<file path="config.mk">
export PLATFORM = sky130hd
export DESIGN_NAME = poly_voice_core
export DESIGN_NICKNAME = d
export VERILOG_FILES = /design/src/rtl/poly_voice_core.sv
export SDC_FILE = /design/constraint.sdc
export NUM_CORES = 1
export LEC_CHECK = 0
export ABC_AREA = 0
export CAP_MARGIN = 40
export CORE_MARGIN = 2
export CORE_UTILIZATION = 30
export DETAILED_ROUTE_END_ITERATION = 16
export GPL_ROUTABILITY_DRIVEN = 1
export REMOVE_ABC_BUFFERS = 1
export SLEW_MARGIN = 15
export SYNTH_ARGS = -nofsm -noshare
export SYNTH_HDL_FRONTEND = slang
export SYNTH_SLANG_ARGS = --single-unit
</file>
<file path="constraint.sdc">
create_clock -name clk_i -period 4.8 [get_ports clk_i]
set_input_delay 0.72 -clock clk_i [delete_from_list [all_inputs] [get_ports clk_i]]
set_output_delay 0.72 -clock clk_i [all_outputs]
set_load 0.1 [all_outputs]
</file>
<file path="src/rtl/poly_voice_core.sv">
// Polyphonic MIDI voice engine: running-status parser, note-to-voice allocator
// with optional oldest-voice stealing, per-voice square oscillators and a PDM mix.
module poly_voice_core #(
  parameter int unsigned      VOICES   = 4,
  parameter int unsigned      HP_W     = 22,
  parameter bit               STEAL    = 1'b1,
  parameter logic [12*16-1:0] BASE_DIV = {16'd1582, 16'd1676, 16'd1776, 16'd1881,
                                          16'd1993, 16'd2112, 16'd2237, 16'd2370,
                                          16'd2511, 16'd2660, 16'd2819, 16'd2986}
) (
  input  logic              clk_i,
  input  logic              rst_i,
  input  logic [7:0]        rxByte_i,
  input  logic              rxValid_i,
  input  logic [3:0]        chan_i,
  input  logic              omni_i,
  output logic [VOICES-1:0] oscOut_o,
  output logic [VOICES-1:0] active_o,
  output logic              mixPwm_o
);
  localparam int unsigned AW = (VOICES > 1) ? $clog2(VOICES) : 1;
  localparam int unsigned CW = $clog2(VOICES + 1);
  localparam logic [AW-1:0] AGE_MAX = AW'(VOICES - 1);

  typedef enum logic [1:0] {NOSTAT, WAIT_D1, WAIT_D2} pstate_e;

  pstate_e    state_q;
  logic [3:0] status_hi_q;
  logic       foreign_q;
  logic [6:0] d1_q;

  logic two_byte, exec, note_on, note_off, all_off;
  logic [6:0] vel;

  assign vel      = rxByte_i[6:0];
  assign two_byte = !(status_hi_q == 4'hC || status_hi_q == 4'hD);
  assign exec     = rxValid_i && !rxByte_i[7] && state_q == WAIT_D2 && !foreign_q;
  assign note_on  = exec && status_hi_q == 4'h9 && vel != 7'd0;
  assign note_off = exec && (status_hi_q == 4'h8 || (status_hi_q == 4'h9 && vel == 7'd0));
  assign all_off  = exec && status_hi_q == 4'hB && d1_q == 7'd123;

  // NOTE: reset is sampled on the clock edge only, so it sits inside the clocked branch.
  always_ff @(posedge clk_i) begin
    if (rst_i) begin
      state_q     <= NOSTAT;
      status_hi_q <= 4'h0;
      foreign_q   <= 1'b0;
      d1_q        <= '0;
    end else if (rxValid_i) begin
      if (rxByte_i[7]) begin
        if (rxByte_i[7:4] != 4'hF) begin
          // A status for another channel still owns running status; its data is swallowed.
          status_hi_q <= rxByte_i[7:4];
          foreign_q   <= !(omni_i || rxByte_i[3:0] == chan_i);
          state_q     <= WAIT_D1;
        end else if (!rxByte_i[3]) begin
          state_q   <= NOSTAT;
          foreign_q <= 1'b0;
        end
      end else begin
        case (state_q)
          WAIT_D1: if (two_byte) begin
            d1_q    <= rxByte_i[6:0];
            state_q <= WAIT_D2;
          end
          WAIT_D2: state_q <= WAIT_D1;
          default: ;
        endcase
      end
    end
  end

  // Half-period for the note latched as the first data byte.
  logic [3:0]      oct, semi;
  logic [15:0]     base;
  logic [HP_W-1:0] new_hp;

  assign oct    = 4'(d1_q / 7'd12);
  assign semi   = 4'(d1_q % 7'd12);
  assign base   = BASE_DIV[{semi, 4'b0000} +: 16];
  assign new_hp = HP_W'({16'd0, base} << (4'd10 - oct));

  logic [VOICES-1:0] active_q, active_d, osc_q, osc_d, hit;
  logic [6:0]        note_q [VOICES];
  logic [6:0]        note_d [VOICES];
  logic [HP_W-1:0]   hp_q   [VOICES];
  logic [HP_W-1:0]   hp_d   [VOICES];
  logic [HP_W-1:0]   cnt_q  [VOICES];
  logic [HP_W-1:0]   cnt_d  [VOICES];
  logic [AW-1:0]     age_q  [VOICES];
  logic [AW-1:0]     age_d  [VOICES];
  logic              hit_any, free_any, alloc;
  logic [AW-1:0]     hit_idx, free_idx, old_idx, tgt;

  always_comb begin
    hit      = '0;
    hit_any  = 1'b0;
    free_any = 1'b0;
    hit_idx  = '0;
    free_idx = '0;
    old_idx  = '0;
    for (int i = int'(VOICES) - 1; i >= 0; i--) begin
      hit[i] = active_q[i] && note_q[i] == d1_q;
      if (hit[i]) begin
        hit_any = 1'b1;
        hit_idx = AW'(i);
      end
      if (!active_q[i]) begin
        free_any = 1'b1;
        free_idx = AW'(i);
      end
    end
    for (int i = 1; i < int'(VOICES); i++)
      if (age_q[i] > age_q[old_idx]) old_idx = AW'(i);
  end

  assign alloc = note_on && (hit_any || free_any || STEAL);
  assign tgt   = hit_any ? hit_idx : (free_any ? free_idx : old_idx);

  // NOTE: every _d starts as a copy of its _q, so no path leaves it unassigned (no latch).
  always_comb begin
    active_d = active_q;
    osc_d    = osc_q;
    note_d   = note_q;
    hp_d     = hp_q;
    cnt_d    = cnt_q;
    age_d    = age_q;
    for (int i = 0; i < int'(VOICES); i++) begin
      if (active_q[i]) begin
        if (cnt_q[i] == hp_q[i] - 1'b1) begin
          cnt_d[i] = '0;
          osc_d[i] = ~osc_q[i];
        end else begin
          cnt_d[i] = cnt_q[i] + 1'b1;
        end
      end
      if (alloc) begin
        if (AW'(i) == tgt) begin
          active_d[i] = 1'b1;
          note_d[i]   = d1_q;
          hp_d[i]     = new_hp;
          age_d[i]    = '0;
          cnt_d[i]    = '0;
          osc_d[i]    = 1'b0;
        end else if (active_q[i] && age_q[i] != AGE_MAX) begin
          age_d[i] = age_q[i] + 1'b1;
        end
      end
      if (all_off || (note_off && hit[i])) begin
        active_d[i] = 1'b0;
        age_d[i]    = '0;
        cnt_d[i]    = '0;
        osc_d[i]    = 1'b0;
      end
    end
  end

  always_ff @(posedge clk_i) begin
    if (rst_i) begin
      active_q <= '0;
      osc_q    <= '0;
      for (int i = 0; i < int'(VOICES); i++) begin
        note_q[i] <= '0;
        hp_q[i]   <= '0;
        cnt_q[i]  <= '0;
        age_q[i]  <= '0;
      end
    end else begin
      active_q <= active_d;
      osc_q    <= osc_d;
      note_q   <= note_d;
      hp_q     <= hp_d;
      cnt_q    <= cnt_d;
      age_q    <= age_d;
    end
  end

  logic [CW-1:0] high_cnt, p_q;
  logic          mix_q;

  always_comb begin
    high_cnt = '0;
    for (int i = 0; i < int'(VOICES); i++) high_cnt = high_cnt + CW'(osc_q[i]);
  end

  always_ff @(posedge clk_i) begin
    if (rst_i) begin
      p_q   <= '0;
      mix_q <= 1'b0;
    end else begin
      mix_q <= p_q < high_cnt;
      p_q   <= (p_q == CW'(VOICES - 1)) ? '0 : p_q + 1'b1;
    end
  end

  assign oscOut_o = osc_q;
  assign active_o = active_q;
  assign mixPwm_o = mix_q;
endmodule

</file>
== Word-level counts from Yosys, hierarchy flattened ==
Index checks and enable logic that the tools add are counted.

* $add $sub $neg: 17
* Divide/modulo/power cells: 2
* $lt $le $gt $ge: 6
* Equal/unequal tests: 29
* Shift-type cells: 2
* Mux-type cells: 74
* Bitwise gates (word level): 8
* Reduce and logical (&&, ||, !) cells: 56

{| class="wikitable"
|+ Operators with widths
! operator !! number
|-
| 22-bit 2-to-1 mux || 16
|-
| 192-bit by 9-bit variable part select with 16-bit output (first input constant) || 1
|-
| 22-bit by 1-bit adder with 22-bit output (second input constant) || 4
|-
| 22-bit == test || 4
|-
| 22-bit by 1-bit subtractor with 22-bit output (second input constant) || 4
|-
| 2-bit 2-to-1 mux || 28
|-
| 7-bit == test || 4
|-
| 1-bit 2-to-1 mux || 27
|-
| 16-bit by 4-bit left shift with 22-bit output || 1
|-
| 1-bit logical AND || 21
|-
| 4-bit == test (second input constant) || 5
|-
| 2-bit AND reduction || 8
|-
| 2-bit OR reduction || 5
|-
| 2-bit by 1-bit adder with 2-bit output (second input constant) || 4
|-
| 2-bit binary-select mux with 2-bit select || 2
|-
| 2-bit != test (second input constant) || 4
|-
| 4-bit AND reduction || 2
|-
| 2-bit nonzero test || 4
|-
| 7-bit by 4-bit divider with 7-bit output (second input constant) || 1
|-
| 7-bit == test (second input constant) || 1
|-
| 7-bit zero test || 1
|-
| 1-bit logical OR || 7
|-
| 7-bit by 4-bit remainder unit with 7-bit output (second input constant) || 1
|-
| 7-bit nonzero test || 1
|-
| other kinds (25) || 38
|}

* Register bits after elaboration: 238
* Input port bits: 16

== Longest topological paths before layout ==
* Word-level depth: 19
* Mapped depth: 23

== Worst setup path before layout ==
No wires, ideal clock.

* Kind: reg-to-reg
* Start: register age_q[5] in the netlist's numbering
* End: register note_q[26] in the netlist's numbering
* Arrival time: 3.989 ns
* Path slack: 0.741 ns
* Stages on the path, launching flop included: 22
* Path buffers: 2
* Cells stage by stage: dfxtp_1 -> inv_1 -> ha_1 -> o22ai_1 -> nand2_1 -> o21ai_0 -> ha_1 -> nand2_1 -> o21a_1 -> nor2_1 -> a21oi_1 -> ha_1 -> nor2b_1 -> o21ai_0 -> a41oi_1 -> nor3_1 -> nor2_1 -> clkbuf_1 -> nor3_1 -> clkbuf_1 -> nand2_1 -> a21oi_1

* Word-level cells in the longest chain between the ends: 18

{| class="wikitable"
|+ Ends and longest elaborated chain
! item !! line !! text
|-
| start: declaration || 90 || <nowiki>logic [AW-1:0] age_q [VOICES];</nowiki>
|-
| start signal: assignment || 174 || <nowiki>age_q <= age_d;</nowiki>
|-
| 2-bit > comparator || 114 || <nowiki>if (age_q[i] > age_q[old_idx]) old_idx = AW'(i);</nowiki>
|-
| 1-bit 2-to-1 mux || 114 ||
|-
| 2-bit inverter with 3-bit output (implied by the code) || 114 ||
|-
| 2-bit binary-select mux with 2-bit select || 114 ||
|-
| 2-bit 2-to-1 mux (implied by the code) (2 in a row) || 114 ||
|-
| 2-bit > comparator || 114 ||
|-
| 2-bit 2-to-1 mux || 114 ||
|-
| 2-bit inverter with 3-bit output (implied by the code) || 114 ||
|-
| 2-bit binary-select mux with 2-bit select || 114 ||
|-
| 2-bit 2-to-1 mux (implied by the code) (2 in a row) || 114 ||
|-
| 2-bit > comparator || 114 ||
|-
| 2-bit 2-to-1 mux * || 114 ||
|-
| 2-bit 2-to-1 mux * (2 in a row) || 118 || <nowiki>assign tgt = hit_any ? hit_idx : (free_any ? free_idx : old_idx);</nowiki>
|-
| 2-bit zero test * || 138 || <nowiki>if (AW'(i) == tgt) begin</nowiki>
|-
| 2-bit AND reduction (no source line) * || -- ||
|-
| end signal: assignment || 171 || <nowiki>note_q <= note_d;</nowiki>
|-
| end: declaration || 84 || <nowiki>logic [6:0] note_q [VOICES];</nowiki>
|}

Every way passes the cells marked *; elsewhere a longest branch is shown, timed or not. The select of a mux whose other input is x is not followed.
A chain may end at the register's enable or synchronous reset.

== Worst setup path in the final report ==
* Start: register age_q[5] in the netlist's numbering
* End: register hp_q[72] in the netlist's numbering

* Word-level cells in the longest chain between the ends: 18

{| class="wikitable"
|+ Ends and longest elaborated chain
! item !! line !! text
|-
| 2-bit > comparator || 114 ||
|-
| 1-bit 2-to-1 mux || 114 ||
|-
| 2-bit inverter with 3-bit output (implied by the code) || 114 ||
|-
| 2-bit binary-select mux with 2-bit select || 114 ||
|-
| 2-bit 2-to-1 mux (implied by the code) (2 in a row) || 114 ||
|-
| 2-bit > comparator || 114 ||
|-
| 2-bit 2-to-1 mux || 114 ||
|-
| 2-bit inverter with 3-bit output (implied by the code) || 114 ||
|-
| 2-bit binary-select mux with 2-bit select || 114 ||
|-
| 2-bit 2-to-1 mux (implied by the code) (2 in a row) || 114 ||
|-
| 2-bit > comparator || 114 ||
|-
| 2-bit 2-to-1 mux * || 114 ||
|-
| 2-bit 2-to-1 mux * (2 in a row) || 118 ||
|-
| 2-bit zero test * || 138 ||
|-
| 2-bit AND reduction (no source line) * || -- ||
|-
| end signal: assignment || 172 || <nowiki>hp_q <= hp_d;</nowiki>
|-
| end: declaration || 86 || <nowiki>logic [HP_W-1:0] hp_q [VOICES];</nowiki>
|}

Marks and branches as above.

==> impl_results.md <==
- Die area: 52500 um2
- Rel. slew slack: 39.0%
- Startpoint types: flop
- Sequential share of the synthesized area: 31.4%
- Endpoint class of the critical path: flop
- Hold WC Path Type: flop to flop
- I/O Buffers: 24
- Synth Area in Adders: 2.60%
- 1st-pass router iterations: 5
- Initial antenna violation count: 0
- Clock Pin Slew Worst Setup and Hold Paths: 0.06 ns
- Initial Utilization: 30.3%
- Diode count: 0
- Max Clock Freq: 224 MHz
- Total CTS buffers: 28
- Post-synth ARST share: 0%
- GPL Wtd Cong: 0.923
- H-tree levels: 1
- Via density: 5.47
- GRT Overall Usage: 17.1%
- # rows: 82
- Synthesized area per cell: 7.79 um2
- Die width: 229 um
- Crit path kind: flop to flop
- Fraction of layout cells with a size suffix above 1: 8.45%
- Fillers: 5264
- Cell family with most CP delay: simple AND/OR/NAND/NOR gates
- Routed Antenna Nets: 0
- Wire per inst: 17.4 um
- PD cells: 261 nW/um2
- Post-synth cell types: 91
- Xor/xnor share of the synthesized area: 13.6%
- GR Overflow Total: 0
- CP arrival: 4.87 ns
- Total detailed-routing wirelength: 46.1 mm
- Synth Area in Compound Gates: 18.5%
- Max IR drop VDD: 0.258 mV
- Setup crit start: age_q[5]
- Worst flop-to-flop path startpoint: age_q[5]
- Hold-fix buffers, CTS: 0
- Final-report setup violation count: 0
- Post-DP HPWL: 34.0 mm
- Core area: 50100 um2
- Crit path buffers/inverters: 1
- CP max stage cell: or3_1
- Synthesized cell area: 15200 um2
- Max Fanout on Critical Path: 16
- CTS max path bufs: 3
- I/O Pins: 25
- Leakage power total: 6.30 nW
- Area delta synth->final: 14.3%
- Pin count of the biggest net entering global routing: 49
- Crit share post-route: 92.9%
- Status: finished clean
- Setup_tns: 0 ns
- Largest family of logic cells by synthesized area: simple AND/OR/NAND/NOR gates
- First-pass GRT wire length: 73.8 mm
- Final worst-path setup slack: 0.342 ns
- Worst path required time: 5.21 ns
- Vias in the first global route: 13600
- Ys Warns: 0
- Worst-Margin Slew: 0.915 ns
- CP Cell Sequence: inv_1, ha_1, nor2_1, o22ai_2, o21ai_0, ha_1, nand2_1, o21a_1, nor2_1, a21oi_1, ha_1, nor2b_1, o21ai_0, o2111a_1, o211ai_1, and2_2, or3_1, nand3_1, o21ai_0
- Final min period: 4.46 ns
- Max Slew Vio Count: 0
- Worst Min Path Start: note_q[3]
- Die Y: 229 um
- Vias: 14500
- Post-route DRC: 0
- Max-cap violations: 0
- Post-synth EDFFs: 0
- Final Skew: 0.0268 ns
- Final hold vios: 0
- Place WS: 0.224 ns
- #FFs+latches synth: 238
- Synthesized instance count: 1949
- DRT iter0 DRCs: 1128
- Slowest stage delay, CP: 0.69 ns
- CTS tree: done
- Clk sinks: 238
- Simple-gate area share of the yosys netlist: 27.8%
- Mux share of post-synthesis cell area: 1.47%
- Nets: 2001
- Root Driver: clkbuf_16
- Worst-Skew Late Latency: 0.58 ns
- Synth Flop Type: dfxtp_1
[cell type report]
cell class / instances / area, um2 / share of cell area, %
multi-input combinational: 1549 / 9760 / 56.2
sequential: 238 / 4760 / 27.4
timing repair buffer: 90 / 863 / 4.97
tap: 672 / 841 / 4.84
clock buffer: 36 / 781 / 4.50
clock inverter: 16 / 185 / 1.07
inverter: 47 / 176 / 1.02
[layout by cell type, fill, tap and decap left out, types with 50 or more instances in the layout]
master and instances:
xor2_1 128, buf_4 50, a21oi_1 102, nor2_1 206, nand3_1 99, nand4_1 56
xnor2_1 108, dfxtp_1 238, nand2_1 194, o21ai_0 89, nor3_1 53
[worst paths after layout]
| path | endpoint | slack [ns] | cells past startpoint |
|---|---|---|---|
| setup reg to reg | hp_q[72] | 0.34 | 19 |
| hold reg to reg | note_q[3] | 0.46 | 2 |
| setup / recovery | hp_q[72] | 0.34 | 19 |
| hold / removal | note_q[3] | 0.46 | 2 |
[Yosys cell counts, types with 7 or more instances]
| cell type | n | share of area (%) |
|---|---|---|
| a211o_1 | 7 | 0.40 |
| a211oi_1 | 24 | 1.2 |
| a21o_1 | 9 | 0.44 |
| a21oi_1 | 102 | 3.4 |
| a31oi_1 | 30 | 1.2 |
| and2_1 | 11 | 0.45 |
| and3_1 | 36 | 1.5 |
| buf_2 | 32 | 1.1 |
| buf_4 | 10 | 0.49 |
| clkbuf_1 | 66 | 1.6 |
| dfxtp_1 | 238 | 31 |
| ha_1 | 30 | 2.5 |
| inv_1 | 46 | 1.1 |
| mux2i_1 | 20 | 1.3 |
| nand2_1 | 195 | 4.8 |
| nand2b_1 | 19 | 0.78 |
| nand3_1 | 99 | 3.3 |
| nand3b_1 | 10 | 0.49 |
| nand4_1 | 56 | 2.3 |
| nor2_1 | 207 | 5.1 |
| nor2b_1 | 20 | 0.82 |
| nor3_1 | 57 | 1.9 |
| nor3b_1 | 8 | 0.40 |
| nor4_1 | 28 | 1.2 |
| nor4b_1 | 7 | 0.40 |
| o2111ai_1 | 10 | 0.58 |
| o211ai_1 | 14 | 0.69 |
| o21a_1 | 9 | 0.44 |
| o21ai_0 | 89 | 2.9 |
| o221ai_1 | 9 | 0.52 |
| o22ai_1 | 21 | 0.86 |
| o31ai_1 | 19 | 0.94 |
| o32ai_1 | 7 | 0.40 |
| or2_2 | 7 | 0.29 |
| or3_1 | 26 | 1.1 |
| xnor2_1 | 108 | 6.2 |
| xor2_1 | 128 | 7.4 |
[metal layers]
metal | global-route usage (%) | up-vias | part of all wire [%] | wire [um]
met1 | 23.0 | 6929 | 45 | 21000
li1 | - | 7007 | - | -
met5 | 0 | - | 0 | 0
met2 | 28.7 | 464 | 47 | 21500
met3 | 1.86 | 84 | 5.2 | 2400
met4 | 5.03 | 0 | 2.8 | 1270
[report_power, final]
group	switching [W]	internal, W	leakage, nW
Clock	0.000894	0.00131	0.458
Combinational	0.000230	0.000107	3.93
Sequential	0.00000840	0.00198	1.92
Total	0.00113	0.00340	6.30
[worst min-delay path: stages, from the launching register on]
cell	delay (ns)
dfxtp_1	0.32
nand2_1	0.05
a21oi_1	0.05
[timing repair]
item	CTS	global route
endpoints found under the setup margin	0	103
setup buffers	0	0
gates resized for setup	0	7
[logic make-up after synthesis]
kind of cell | Yosys count
buffers and inverters | 162
XOR/XNOR | 236
AO/OA/AOI/OAI | 425
adder cells (fa/ha/maj) | 31
multiplexers | 22
AND/OR/NAND/NOR | 835
flip-flops | 238
[registers in the layout (all words and copies together), names as in the netlist]
name	flops
cnt_q	88
hp_q	88
note_q	28
age_q	8
d1_q	7
active_o	4
oscOut_o	4
status_hi_q	4
p_q	3
state_q	2
foreign_q	1
mixPwm_o	1
[stage by stage]
| step | hold WS [ns] | instances | util, % | power [W] | cell area, um2 |
|---|---|---|---|---|---|
| after floorplan | 0.418 | 1834 | - | 0.00221 | 14700 |
| after global placement | 0.438 | 2580 | 32.2 | 0.00236 | 16100 |
| after detailed placement | 0.457 | 2595 | 32.7 | 0.00236 | 16400 |
| after CTS | 0.464 | 2647 | 34.6 | 0.00457 | 17300 |
| after global routing | 0.479 | 2648 | 34.7 | 0.00467 | 17400 |
| final | 0.464 | 2648 | 34.7 | 0.00454 | 17400 |
(Power assumes the default switching activity.)
